File: src/rtl/cmd_frame_builder.sv
`timescale 1ns/1ps
`default_nettype none
// ============================================================================
// cmd_frame_builder
//   Builds the 48-bit SD command frame with serially computed CRC7 and hands
//   it to parallel_to_serial through the start_sending/finished handshake.
// Revision: 1.0 - initial release
// ============================================================================
module cmd_frame_builder #(
  parameter int TIMEOUT_CYCLES = 200
) (
  input  logic        CLK,
  input  logic        RESET_N,
  input  logic        cmd_req,
  input  logic [5:0]  cmd_index,
  input  logic [31:0] cmd_argument,
  input  logic        finished,
  output logic        busy,
  output logic        start_sending,
  output logic [47:0] parallel_in,
  output logic        frame_done,
  output logic        timeout_err
);

  typedef enum logic [1:0] {
    S_IDLE = 2'd0,
    S_CALC = 2'd1,
    S_SEND = 2'd2,
    S_DONE = 2'd3
  } state_t;

  localparam logic [7:0] C_TMO_LAST = 8'(TIMEOUT_CYCLES - 1);
  localparam logic [5:0] C_LAST_BIT = 6'd39;

  // Reset asserts asynchronously but is released on a clock edge.
  logic [1:0] r_rst_sync;
  logic       w_rst_n;

  always_ff @(posedge CLK or negedge RESET_N) begin
    if (!RESET_N) r_rst_sync <= 2'b00;
    else          r_rst_sync <= {r_rst_sync[0], 1'b1};
  end

  assign w_rst_n = r_rst_sync[1];

  state_t      r_state, w_state_nxt;
  logic [5:0]  r_index, w_index_nxt;
  logic [31:0] r_arg, w_arg_nxt;
  logic [5:0]  r_bit_cnt, w_bit_cnt_nxt;
  logic [6:0]  r_crc, w_crc_nxt;
  logic [7:0]  r_tmo_cnt, w_tmo_cnt_nxt;
  logic        w_busy_nxt, w_start_nxt, w_done_nxt, w_tmo_err_nxt;
  logic [47:0] w_pin_nxt;

  logic [39:0] w_hdr;
  logic        w_bit, w_fb;
  logic [6:0]  w_crc_step;

  assign w_hdr      = {2'b01, r_index, r_arg};
  assign w_bit      = w_hdr[C_LAST_BIT - r_bit_cnt];
  assign w_fb       = w_bit ^ r_crc[6];
  assign w_crc_step = {r_crc[5:3], r_crc[2] ^ w_fb, r_crc[1:0], w_fb};

  always_ff @(posedge CLK or negedge w_rst_n) begin
    if (!w_rst_n) begin
      r_state       <= S_IDLE;
      r_index       <= 6'd0;
      r_arg         <= 32'd0;
      r_bit_cnt     <= 6'd0;
      r_crc         <= 7'd0;
      r_tmo_cnt     <= 8'd0;
      busy          <= 1'b0;
      start_sending <= 1'b0;
      parallel_in   <= 48'h0;
      frame_done    <= 1'b0;
      timeout_err   <= 1'b0;
    end else begin
      r_state       <= w_state_nxt;
      r_index       <= w_index_nxt;
      r_arg         <= w_arg_nxt;
      r_bit_cnt     <= w_bit_cnt_nxt;
      r_crc         <= w_crc_nxt;
      r_tmo_cnt     <= w_tmo_cnt_nxt;
      busy          <= w_busy_nxt;
      start_sending <= w_start_nxt;
      parallel_in   <= w_pin_nxt;
      frame_done    <= w_done_nxt;
      timeout_err   <= w_tmo_err_nxt;
    end
  end

  always_comb begin
    w_state_nxt   = r_state;
    w_index_nxt   = r_index;
    w_arg_nxt     = r_arg;
    w_bit_cnt_nxt = r_bit_cnt;
    w_crc_nxt     = r_crc;
    w_tmo_cnt_nxt = r_tmo_cnt;
    w_busy_nxt    = busy;
    w_start_nxt   = start_sending;
    w_pin_nxt     = parallel_in;
    w_done_nxt    = 1'b0;
    w_tmo_err_nxt = 1'b0;

    case (r_state)
      S_IDLE: begin
        if (cmd_req) begin
          w_index_nxt   = cmd_index;
          w_arg_nxt     = cmd_argument;
          w_busy_nxt    = 1'b1;
          w_bit_cnt_nxt = 6'd0;
          w_crc_nxt     = 7'd0;
          w_state_nxt   = S_CALC;
        end
      end
      S_CALC: begin
        w_crc_nxt     = w_crc_step;
        w_bit_cnt_nxt = r_bit_cnt + 6'd1;
        if (r_bit_cnt == C_LAST_BIT) begin
          // Final CRC comes straight from this cycle's step, not the register.
          w_pin_nxt     = {w_hdr, w_crc_step, 1'b1};
          w_start_nxt   = 1'b1;
          w_tmo_cnt_nxt = 8'd0;
          w_state_nxt   = S_SEND;
        end
      end
      S_SEND: begin
        if (finished) begin
          w_start_nxt = 1'b0;
          w_done_nxt  = 1'b1;
          w_state_nxt = S_DONE;
        end else if (r_tmo_cnt == C_TMO_LAST) begin
          w_start_nxt   = 1'b0;
          w_tmo_err_nxt = 1'b1;
          w_state_nxt   = S_DONE;
        end else begin
          w_tmo_cnt_nxt = r_tmo_cnt + 8'd1;
        end
      end
      S_DONE: begin
        w_busy_nxt  = 1'b0;
        w_state_nxt = S_IDLE;
      end
      default: w_state_nxt = S_IDLE;
    endcase
  end

endmodule
`default_nettype wire

File: config.mk
export PLATFORM = sky130hd
export DESIGN_NAME = cmd_frame_builder
export DESIGN_NICKNAME = d
export VERILOG_FILES = /design/src/rtl/cmd_frame_builder.sv
export SDC_FILE = /design/constraint.sdc
export NUM_CORES = 1
export LEC_CHECK = 0
export ABC_AREA = 1
export ABC_CLOCK_PERIOD_IN_PS = 3100
export CORE_MARGIN = 4
export CORE_UTILIZATION = 24
export DETAILED_ROUTE_END_ITERATION = 16
export GPL_TIMING_DRIVEN = 0
export PLACE_DENSITY = 0.48
export SLEW_MARGIN = 25
export SYNTH_ARGS = -nofsm -noshare
export SYNTH_HDL_FRONTEND = slang
export SYNTH_SLANG_ARGS = --single-unit
File: constraint.sdc
create_clock -name CLK -period 3.1 [get_ports CLK]
set_input_delay 0.465 -clock CLK [delete_from_list [all_inputs] [get_ports CLK]]
set_output_delay 0.465 -clock CLK [all_outputs]
set_load 0.01 [all_outputs]
; ---- Word level (Yosys, flattened, before mapping)
; Cells that the tools add are included.
[totals]
ff_bits = 114
in_bits = 42
output_inout_bits = 52
[classes]
add_sub_neg = 3
n_lt_le_gt_ge = 1
n_eq_ne = 10
muxes = 26
bitwise_logic = 2
reduce_logical = 11
[ops]
columns = op, count
row1 = 2-to-1 mux 8 bit, 3
row2 = case mux 8 bit (2 select lines), 1
row3 = case mux 7 bit (2 select lines), 1
row4 = case mux 6 bit (2 select lines), 1
row5 = 2-to-1 mux 1 bit, 10
row6 = "adder 8 x 1 -> 8 bit, second input constant", 1
row7 = "equality test 8 bit, second input constant", 1
row8 = 2-to-1 mux 2 bit, 4
row9 = "!= test 2 bit, second input constant", 4
row10 = case mux 2 bit (4 select lines), 1
row11 = AND reduction 2 bit, 4
row12 = "< comparator 6 x 7 -> 1 bit, second input constant", 1
row13 = 2-to-1 mux 7 bit, 1
row14 = "adder 6 x 1 -> 6 bit, second input constant", 1
row15 = binary-select mux 1 bit (select 6 bit), 1
row16 = "equality test 6 bit, second input constant", 1
row17 = 2-to-1 mux 6 bit, 1
row18 = AND reduction 3 bit, 2
row19 = nonzero test 2 bit, 3
row20 = "subtractor 6 bit, first input constant", 1
row21 = "equality test 2 bit, second input constant", 2
row22 = case mux 1 bit (2 select lines), 2
row23 = AND reduction 4 bit, 1
row24 = "!= test 3 bit, second input constant", 1
row25 = 3 further kinds, 4

; ---- Longest topological paths before layout
[logic_depth]
ltp_word = 6
mapped_depth = 15
ltp_nobuf = 14

; ---- Worst setup path after synthesis
; Ideal clock, no wire load.
[synth_timing]
path_kind = reg2reg
startpoint = register r_state[1]
endpoint = register r_bit_cnt[3]
t_arrival_ns = 1.612
path_slack_ns = 1.361
path_stages_with_launch = 9
n_path_buf = 1
path_cell_list = dfrtp_1 inv_1 ha_1 inv_1 o21ai_1 clkbuf_1 nand2_1 o22ai_1 a21oi_1
[synth_via]
elab_chain_cells = 3
elab_cells_between_ends = 6
[synth_lines]
columns = item, line
row1 = "start, declared", 46  ; state_t r_state, w_state_nxt;
row2 = "start signal, assigned", 78  ; r_state <= w_state_nxt;
row3 = equality test 2 x 1 -> 1 bit or logical NOT 2 bit (tied branches), 105  ; case (r_state)
row4 = nonzero test 2 bit (no source line) or != test 2 bit (tied branches), --
row5 = AND reduction 2 bit (no source line), --
row6 = "end signal, assigned", 81  ; r_bit_cnt <= w_bit_cnt_nxt;
row7 = "end, declared", 49  ; logic [5:0] r_bit_cnt, w_bit_cnt_nxt;
; Several ways; a longest one is shown, not always the timed one.
; A chain may end at the register's enable or synchronous reset.

; ---- Final worst setup path
[layout_timing]
startpoint = register r_state[1]
endpoint = register r_arg[19]
[layout_via]
elab_chain_cells = 2
[layout_lines]
columns = item, line
row1 = logical NOT 2 bit, 105
row2 = AND reduction 2 bit (no source line), --
row3 = "end signal, assigned", 80  ; r_arg <= w_arg_nxt;
row4 = "end, declared", 48  ; logic [31:0] r_arg, w_arg_nxt;
; Every way passes these cells.

==> PnR_summary.wiki <==
{| class="wikitable"
! Metric !! Value
|-
| Cell row count || 52
|-
| Kind of start point of the critical path || flop
|-
| Most common cell after layout, fill and taps aside || nand2_1
|-
| Fraction of synthesis flops using an asynchronous set or reset pin || 100%
|-
| Fin. Hold Viols || 0
|-
| Part of the total power dissipated in the clock network || 35.6%
|-
| Antenna Nets Post-Route || 0
|-
| Length of the first detailed-routing pass in iterations || 5
|-
| Kind of critical path || reg2reg
|-
| Die Width || 151 um
|-
| Setup bufs post-CTS || 0
|-
| Most used DFF post-synth || dfrtp_1
|-
| Insertion delay of the later-clocked pin in the worst-skew pair || 0.41 ns
|-
| Largest fanout on the critical path || 10
|-
| Number of enable flip-flop cells after synthesis || 0
|-
| Antenna violations before repair || 0
|-
| Path class of the lowest-slack min-delay path || in2async
|-
| Core Footprint || 0.0202 mm2
|-
| Area of placed instances || 0.00623 mm2
|-
| Net switching power of the design || 0.00192 W
|-
| Part of the power in registers || 35.6%
|-
| Sequential cell area fraction in the yosys report || 57.5%
|-
| Post-route minimum period || 2.33 ns
|-
| Switching power share of the total || 34.2%
|-
| Die Area || 0.0228 mm2
|-
| Maximum number of pins on one net before global-route repair || 49
|-
| Final Skew || 0.0121 ns
|-
| Die Y-Extent || 151 um
|-
| Int Power || 0.00369 W
|-
| Post-Place Cells || 924
|-
| Final setup TNS || 0 ns
|-
| Power density cells || 820 mW/mm2
|-
| Final critical-path setup slack || 0.775 ns
|-
| Mean post-synth cell area || 8.78 um2
|-
| Endpoint type of the worst setup path || flop
|-
| CTS tree || built
|-
| CP Data Arrival Time || 2.66 ns
|-
| Cts bufs inserted || 17
|-
| Global route overflow || 0
|-
| Net count after synthesis || 610
|-
| Critical register-to-register path endpoint || r_arg[19]$_DFFE_PN0P_
|-
| Number of top-level design ports || 94
|-
| Total number of clock tree sinks || 113
|-
| Slowest cell on the critical path || clkbuf_1
|-
| Max Freq || 430 MHz
|-
| Highest-count cells in the layout ignoring fill and taps || 148 x nand2_1, 112 x dfrtp_1, 92 x clkdlybuf4s50_1, 66 x inv_1, 58 x o21ai_0
|-
| CP cell instances || inv_1, ha_1, nand2_1, inv_1, clkbuf_1, clkbuf_1, nand2_1, o21ai_0
|-
| Total number of vias || 4144
|-
| Worst r2r path cells || 8
|-
| Number of buffers added on ports || 92
|-
| Total area of multi-input combinational cells || 0.00171 mm2
|-
| Max-cap check violation count || 0
|-
| Layout-stage area growth over the synthesis result || 39.0%
|-
| WL/cell || 14.8 um
|-
| Final cell count without fillers || 955
|-
| Number of max-slew violations in the final report || 0
|-
| Syn Inst Count || 560
|-
| Synth Cell Area || 0.00492 mm2
|-
| Footprint of the flip-flops and latches || 0.00283 mm2
|-
| Synth Register Bits || 113
|-
| Design Area, Final || 0.00683 mm2
|-
| Endpoint required time on the critical path || 3.43 ns
|-
| Routed WL || 14.1 mm
|-
| VDD IR-drop max || 405 uV
|-
| Longest Clk Path Bufs || 2
|-
| Reg-to-reg slack, setup || 0.77 ns
|-
| Number of buffers and inverters on the critical path || 4
|-
| Slew Limit Headroom || 61.8%
|-
| Post-route fraction of the period consumed by the critical path || 75.0%
|-
| Wire length of the first global-routing pass || 22.5 mm
|-
| Post-DP HPWL || 10.4 mm
|-
| DRT iter0 DRCs || 171
|-
| Fill count || 2100
|-
| Delay of the slowest critical-path stage || 0.48 ns
|-
| Global routing usage summed across all routing layers || 12.9%
|-
| Number of cells upsized or downsized after cts || 0
|-
| Outcome || completed
|-
| Launch point of the worst reg-to-reg path || r_state[1]$_DFFE_PN0P_
|-
| Max H-tree Level || 4
|-
| Relative contribution of combinational cells to total power || 28.8%
|-
| Worst slack, placed || 0.411 ns
|-
| Fraction of layout cells with a size suffix above 1 || 8.18%
|-
| Number of buffers inserted for hold repair after clock tree synthesis || 0
|-
| Final nets || 723
|-
| Vias in the first global route || 4274
|-
| CTS Root Buffer Type || clkbuf_16
|-
| DRC errors left || 0
|-
| Post-CTS clock slew at the launch and capture registers of the worst setup and hold paths || 0.06 ns
|-
| Via/cell ratio || 4.34
|-
| Transition at the pin with the smallest max-transition slack || 0.573 ns
|-
| Starting Density || 24.4%
|-
| GPL Wtd Cong || 0.771
|-
| Total inserted antenna cells || 0
|-
| Unrepaired setup endpoints after global routing || false
|-
| Final setup viols || 0
|-
| Yosys Warn Count || 0
|-
| Worst path top cell family by delay || buffers and inverters
|-
| Static Leak || 3.04 nW
|-
| Count of unique library cells instantiated by Yosys || 32
|}
[synth_stat cells (2+ instances only)]
cell type | n | area [um2]
a21oi_1 | 14 | 70.1
buf_1 | 3 | 11.3
buf_2 | 6 | 30.0
buf_4 | 3 | 22.5
clkbuf_1 | 14 | 52.6
conb_1 | 2 | 7.51
dfrtp_1 | 113 | 2830
ha_1 | 8 | 100
inv_1 | 66 | 248
inv_2 | 5 | 18.8
nand2_1 | 148 | 556
nand3_1 | 32 | 160
nand4_1 | 2 | 12.5
nor2_1 | 11 | 41.3
nor2_2 | 2 | 12.5
nor3_1 | 6 | 30.0
o211ai_1 | 3 | 22.5
o21ai_0 | 58 | 290
o21ai_1 | 41 | 205
o22ai_1 | 8 | 50.1
or2_2 | 2 | 12.5
xor2_1 | 3 | 26.3
[flip-flops by register name (all words and copies together), names as in the netlist]
signal,flops
r_rst_sync,2
r_index,6
r_crc,7
parallel_in,46
r_state,2
r_tmo_cnt,8
frame_done,1
r_bit_cnt,6
start_sending,1
r_arg,32
timeout_err,1
busy,1
[area by class of cell]
| cell class | count | area share [%] |
|---|---|---|
| Buffer | 26 | 1.70 |
| Clock buffer | 22 | 6.94 |
| Clock inverter | 9 | 1.92 |
| Inverter | 71 | 3.90 |
| Multi-Input combinational cell | 350 | 25.0 |
| Sequential cell | 113 | 41.4 |
| Tap cell | 270 | 4.94 |
| Timing Repair Buffer | 94 | 14.2 |
[power groups by stage]
stage | Clock, W | Sequential [W] | Combinational, W
floorplan | 0 | 0.00199 | 0.00114
global placement | 0 | 0.00203 | 0.00156
detailed placement | 0 | 0.00202 | 0.00163
CTS | 0.00204 | 0.00200 | 0.00164
global route | 0.00211 | 0.00204 | 0.00184
finish | 0.00199 | 0.00200 | 0.00161
[layer usage]
metal	part of all wire (%)	GRT usage [%]
met4	1.2	4.58
met5	0	0
met3	7.1	4.40
met2	46	20.3
met1	45	16.7
[worst max path at each step]
| stage | start | slack (ns) | endpoint | cells past startpoint |
|---|---|---|---|---|
| floorplan | r_rst_sync[1]$_DFF_PN0_ | 1.21 | busy$_DFFE_PN0P_ | 0 |
| global placement | r_rst_sync[1]$_DFF_PN0_ | 0.44 | parallel_in[45]$_DFFE_PN0P_ | 0 |
| detailed placement | cmd_req | 0.41 | r_arg[19]$_DFFE_PN0P_ | 7 |
| CTS | r_state[1]$_DFFE_PN0P_ | 0.70 | r_arg[19]$_DFFE_PN0P_ | 8 |
| global route | r_state[1]$_DFFE_PN0P_ | 0.50 | r_arg[20]$_DFFE_PN0P_ | 8 |
| finish | r_state[1]$_DFFE_PN0P_ | 0.77 | r_arg[19]$_DFFE_PN0P_ | 8 |
[cells by family after synthesis]
group | Yosys count | share of synthesized area [%]
adder cells (fa/ha/maj) | 8 | 2.04
AND/OR/NAND/NOR | 209 | 18.1
other | 2 | 0.153
flip-flops | 113 | 57.5
AO/OA/AOI/OAI | 127 | 13.7
buffers and inverters | 97 | 7.79
XOR/XNOR | 4 | 0.713
[metrics by stage]
stage / hold slack (ns) / total power (W) / utilization (%)
floorplan: 0.169 / 0.00313 / -
global route: 0.207 / 0.00599 / 33.9
finish: 0.221 / 0.00561 / 33.9
detailed placement: 0.310 / 0.00365 / 30.9
global placement: 0.338 / 0.00359 / 30.6
CTS: 0.205 / 0.00568 / 33.9
Note: power is estimated with default switching activity, not from simulation.
